**config.mk**
```make
export PLATFORM = sky130hd
export DESIGN_NAME = bus_master_port
export DESIGN_NICKNAME = d
export VERILOG_FILES = /design/src/rtl/bus_pkg.sv /design/src/rtl/bus_master_port.sv
export SDC_FILE = /design/constraint.sdc
export NUM_CORES = 1
export LEC_CHECK = 0
export BUFFER_PORTS_ARGS = -buffer_cell sky130_fd_sc_hd__buf_2
export CELL_PAD_IN_SITES_DETAIL_PLACEMENT = 0
export CELL_PAD_IN_SITES_GLOBAL_PLACEMENT = 1
export CORE_MARGIN = 3
export CORE_UTILIZATION = 37
export DETAILED_ROUTE_END_ITERATION = 10
export PLACE_DENSITY_LB_ADDON = 0.1
export SYNTH_ARGS = -nofsm -noshare
export SYNTH_HDL_FRONTEND = slang
export SYNTH_SLANG_ARGS = --single-unit
```
**constraint.sdc**
```tcl
create_clock -name clk -period 2.5 [get_ports clk]
set_input_delay 0.125 -clock clk [delete_from_list [all_inputs] [get_ports clk]]
set_output_delay 0.125 -clock clk [all_outputs]
set_load 0.03 [all_outputs]
```
**src/rtl/bus_pkg.sv**
```systemverilog
// Shared types and defaults for the bus master port: FSM encoding,
// default bus widths and the grant-wait / transfer counter widths.
package bus_pkg;

   localparam int DEF_ADDR_WIDTH = 16;
   localparam int DEF_DATA_WIDTH = 32;
   localparam int TMO_WIDTH      = 8;   // holds GNT_TIMEOUT up to 255
   localparam int CNT_WIDTH      = 4;   // holds RD_CYCLES up to 15

   typedef enum logic [1:0] {
      ST_IDLE = 2'd0,
      ST_REQ  = 2'd1,
      ST_XFER = 2'd2,
      ST_RESP = 2'd3
   } state_t;

endpackage

```
**src/rtl/bus_master_port.sv**
```systemverilog
// Single-request bus master port: takes one core request, arbitrates for the
// bus, performs a write or multi-cycle read, then returns a one-cycle response.
module bus_master_port
   import bus_pkg::*;
#(
   parameter int ADDR_WIDTH  = DEF_ADDR_WIDTH,
   parameter int DATA_WIDTH  = DEF_DATA_WIDTH,
   parameter int RD_CYCLES   = 2,
   parameter int GNT_TIMEOUT = 255
) (
   input  logic                  clk,
   input  logic                  rstn,
   // Core side: a request is taken on a rising edge where req_valid and req_ready are both 1.
   input  logic                  req_valid,
   output logic                  req_ready,
   input  logic                  req_wr,
   input  logic [ADDR_WIDTH-1:0] req_addr,
   input  logic [DATA_WIDTH-1:0] req_wdata,
   output logic                  rsp_valid,
   output logic [DATA_WIDTH-1:0] rsp_rdata,
   output logic                  rsp_err,
   // Arbiter and bus side
   output logic                  breq,
   input  logic                  bgrant,
   output logic [ADDR_WIDTH-1:0] m_addr,
   output logic [DATA_WIDTH-1:0] m_wdata,
   output logic                  m_wen,
   output logic                  m_ren,
   input  logic [DATA_WIDTH-1:0] m_rdata,
   // Current FSM state, for observation only
   output state_t                o_dbg_state
);

   localparam logic [CNT_WIDTH-1:0] RD_LAST  = CNT_WIDTH'(RD_CYCLES - 1);
   localparam logic [TMO_WIDTH-1:0] TMO_LAST = TMO_WIDTH'(GNT_TIMEOUT - 1);

   state_t                r_state;
   logic [TMO_WIDTH-1:0]  r_wait;
   logic [CNT_WIDTH-1:0]  r_cnt;
   logic                  r_wr;
   logic [ADDR_WIDTH-1:0] r_addr;
   logic [DATA_WIDTH-1:0] r_wdata;
   logic [DATA_WIDTH-1:0] r_rdata;
   logic                  r_err;

   state_t                w_state_nxt;
   logic [TMO_WIDTH-1:0]  w_wait_nxt;
   logic [CNT_WIDTH-1:0]  w_cnt_nxt;
   logic                  w_accept;
   logic                  w_capture;
   logic                  w_timeout;
   logic                  w_xfer;

   always_comb begin
      w_state_nxt = r_state;
      w_wait_nxt  = r_wait;
      w_cnt_nxt   = r_cnt;
      w_accept    = 1'b0;
      w_capture   = 1'b0;
      w_timeout   = 1'b0;
      case (r_state)
         ST_IDLE: begin
            if (req_valid) begin
               w_accept    = 1'b1;
               w_wait_nxt  = '0;
               w_state_nxt = ST_REQ;
            end
         end
         ST_REQ: begin
            if (bgrant) begin
               w_cnt_nxt   = '0;
               w_state_nxt = ST_XFER;
            end else if (r_wait == TMO_LAST) begin
               w_timeout   = 1'b1;
               w_state_nxt = ST_RESP;
            end else begin
               w_wait_nxt  = r_wait + 1'b1;
            end
         end
         ST_XFER: begin
            // Losing the grant mid-transfer restarts arbitration and the whole transfer.
            if (!bgrant) begin
               w_wait_nxt  = '0;
               w_cnt_nxt   = '0;
               w_state_nxt = ST_REQ;
            end else if (r_wr) begin
               w_state_nxt = ST_RESP;
            end else if (r_cnt == RD_LAST) begin
               w_capture   = 1'b1;
               w_state_nxt = ST_RESP;
            end else begin
               w_cnt_nxt   = r_cnt + 1'b1;
            end
         end
         ST_RESP: w_state_nxt = ST_IDLE;
         default: w_state_nxt = ST_IDLE;
      endcase
   end

   always_ff @(posedge clk or negedge rstn) begin
      if (!rstn) begin
         r_state <= ST_IDLE;
         r_wait  <= '0;
         r_cnt   <= '0;
         r_wr    <= 1'b0;
         r_addr  <= '0;
         r_wdata <= '0;
         r_rdata <= '0;
         r_err   <= 1'b0;
      end else begin
         r_state <= w_state_nxt;
         r_wait  <= w_wait_nxt;
         r_cnt   <= w_cnt_nxt;
         if (w_accept) begin
            r_wr    <= req_wr;
            r_addr  <= req_addr;
            r_wdata <= req_wdata;
            r_rdata <= '0;
            r_err   <= 1'b0;
         end
         if (w_capture) r_rdata <= m_rdata;
         if (w_timeout) r_err   <= 1'b1;
      end
   end

   // Strobes are gated by bgrant directly so a dropped grant silences the bus in the same cycle.
   assign w_xfer      = (r_state == ST_XFER);
   assign m_addr      = w_xfer ? r_addr  : '0;
   assign m_wdata     = w_xfer ? r_wdata : '0;
   assign m_wen       = w_xfer & bgrant & r_wr;
   assign m_ren       = w_xfer & bgrant & ~r_wr;

   assign req_ready   = (r_state == ST_IDLE);
   assign breq        = (r_state == ST_REQ) | w_xfer;
   assign rsp_valid   = (r_state == ST_RESP);
   assign rsp_rdata   = rsp_valid ? r_rdata : '0;
   assign rsp_err     = rsp_valid & r_err;
   assign o_dbg_state = r_state;

endmodule

```
==> metrics.cfg <==
[run_status]
status=complete, no violations

[cts]
path_clk_slew_ns=0.06
tritoncts=done
clockBufferDepth=2
cts_setup_buffers=0
cts_buffers=9
cts.sinks=96
root_buffer=clkbuf_16
clk_latency_ns=0.34
h-tree-depth=3

[route]
ant_nets=0
initialDrtViolationCount=174
via_per_inst=4.63
wirelength_mm=11.7
vias=3854
drt_pass1_iterations=5
wl_per_cell_um=14.0
drcViolationCount=0

[synthesis]
synthesis.area_um2=4640
syn_area_per_cell_um2=10.5
synth-seq-area-share=0.517
syn_nets=537
synth_edf_count=0
synthFlopType=dfrtp_1
synth_seq_cells=96
synth.distinct_cells=38
synthArstFlopShare=1.00
ys.warnings.count=0
postSynthCellCount=443

[setup_path]
worstPathRequired_ns=2.72
critPathArrivalTime_ns=2.20
worst_path_max_delay_cell=dfrtp_1
critical-path-max-stage-delay_ns=0.46
start_kind=flip-flop
crit_buf_inv=1
crit_family=simple AND/OR/NAND/NOR gates
end_kind=flip-flop
critPathMaxFanout=8
crit_type=flip-flop to flip-flop
crit_path_cell_trace=inv_1, ha_1, and2_1, nor3_1, o21ai_0, a32o_1

[floorplan]
die_h_um=118
io_pins=173
coreArea_um2=12200
die-area_um2=13900
die_w_um=118
start_util=0.382
fp-row-count=40

[timing]
clock-skew-final_ns=0.0102
slew_viol_final=0
setup_tns_ns=0
maxSlewHeadroom=0.609
fmax_mhz=506
setup_ws_ns=0.523
tightest_slew_ns=0.586
rsz0062_at_grt=false
period_needed_ns=1.98
hold_viol=0
final.period_utilization=0.791
setup_viol=0

[power_and_ir_drop]
leakagePower_nw=3.27
seq_power_share=0.374
p_int_w=0.00391
power_switching_w=0.00228
switching_share=0.368
pwr-share-comb=0.408
power_frac_clock=0.217
ir_drop_mv=0.554
power_density_nw_per_um2=955

[finish]
drive_gt1_frac=0.381
num-fill-cells=1193
syn2layout_area_growth_pct=39.4
multi_input_area_um2=2090
diodes=0
seqCellArea_um2=2400
nets=754

[global_route]
grt_pass1_vias=4068
grt_pass1_wl_mm=19.7
grt_max_degree=65
overflow=0
antenna_found_initial=0
grtUsageTotal=0.174

[flow_run]
drv_cap=0

[hold_path]
hp-class=input pin to flip-flop

[placed_design]
dpl_worst_slack_ns=0.516
globalplace.congestion=0.763
dp_hpwl_mm=8.23
portBuffers=172

==> power groups by stage <==
stage	combinational, W	sequential (W)	clock (W)
after detailed placement	0.00252	0.00235	0
after global placement	0.00248	0.00232	0
after global routing	0.00278	0.00239	0.00146
final	0.00252	0.00231	0.00134
after CTS	0.00258	0.00232	0.00140
after floorplan	0.00178	0.00229	0
==> stage by stage <==
step / instance area, µm² / total power (W) / utilization / hold WS, ns / instances
2_1_floorplan: 4640 / 0.00407 / - / -0.171 / 443
3_3_place_gp: 5720 / 0.00479 / 0.470 / 0.174 / 770
3_5_place_dp: 5720 / 0.00486 / 0.470 / 0.171 / 770
4_1_cts: 6480 / 0.00630 / 0.533 / 0.000873 / 832
5_1_grt: 6480 / 0.00663 / 0.533 / 0.00112 / 832
6_report: 6480 / 0.00618 / 0.533 / 0.0173 / 832
==> worst reg2reg max path, delay by kind of cell (launching register included) <==
kind	cells	cell delay (ns)
buf+inv	1	0.12
flops	1	0.46
simple gates	2	0.66
fa+ha+maj	1	0.24
compound gates	2	0.38
==> path summary, 6_finish.rpt <==
check                                from          to  slack, ns  depth (start not counted)
max in group asynchronous            rstn    r_cnt[2]       1.46                          3
setup reg to reg           o_dbg_state[0]   r_wait[4]       0.52                          6
setup / recovery           o_dbg_state[0]   r_wait[4]       0.52                          6
hold reg to reg                     r_err       r_err       0.48                          2
min in group asynchronous            rstn  r_wdata[2]       0.33                          2
hold / removal               req_addr[14]  r_addr[14]       0.02                          2
==> routing by layer <==
metal | GRT usage | part of all wire | vias to the layer above
li1 | - | - | 1915
met1 | 0.210 | 0.43 | 1836
met2 | 0.292 | 0.49 | 96
met3 | 0.0682 | 0.071 | 7
met4 | 0.0440 | 0.010 | 0
met5 | 0 | 0 | -
==> Yosys cell counts, types with 2 or more instances <==
master,instances,share of area
buf_6,6,0.015
o21ai_0,40,0.043
nor4_1,3,0.0040
a21oi_1,4,0.0043
nand2_1,75,0.061
ha_1,9,0.024
a31o_2,2,0.0038
nand3_1,5,0.0054
mux2_2,49,0.12
nand2b_1,3,0.0040
nor2b_1,2,0.0027
a31oi_1,7,0.0094
and2_1,83,0.11
and3_1,3,0.0040
nand4b_1,2,0.0038
inv_1,6,0.0048
dfrtp_1,96,0.52
clkbuf_1,14,0.011
a21o_1,4,0.0065
nor2_1,8,0.0065
a32o_1,2,0.0043
buf_2,4,0.0043
==> final cells by class <==
class                           count  share of cell area
Clock inverter                      4             0.00696
Sequential cell                    96               0.371
Inverter                            6             0.00348
Multi-Input combinational cell    317               0.322
Timing Repair Buffer              230               0.226
Tap cell                          168              0.0325
Clock buffer                       11              0.0375
==> registers in the layout, indices dropped and copies added, names as in the netlist <==
signal / count
r_addr: 16
r_wdata: 32
r_wait: 8
o_dbg_state: 2
r_rdata: 32
r_wr: 1
r_err: 1
r_cnt: 4
==> repair_timing <==
item / 4_1_cts / 5_1_grt
gates resized for setup: 0 / 0
hold buffers: 47 / 0
endpoints found under the hold margin: 88 / 0
==> cells in the final DEF, fill, tap and decap left out, types with 3 or more instances in the layout <==
master / count
buf_4: 8
nor2_1: 8
a21oi_1: 4
dlygate4sd3_1: 47
inv_1: 6
and2_1: 83
a31oi_1: 7
dfrtp_1: 96
mux2_2: 49
clkinv_2: 3
clkbuf_16: 9
buf_12: 4
nand3_1: 5
buf_2: 171
o21ai_0: 40
ha_1: 9
and3_1: 3
nor4_1: 3
nand2b_1: 3
a21o_1: 4
nand2_1: 74
==> cells by family after synthesis <==
family                     share of synthesized area
AOI/OAI and AO/OA                             0.0806
buffers and inverters                         0.0350
adders and majority gates                     0.0242
DFF                                            0.517
and+or+nand+nor                                0.222
muxes                                          0.121
Note: power is estimated with default switching activity, not from simulation.
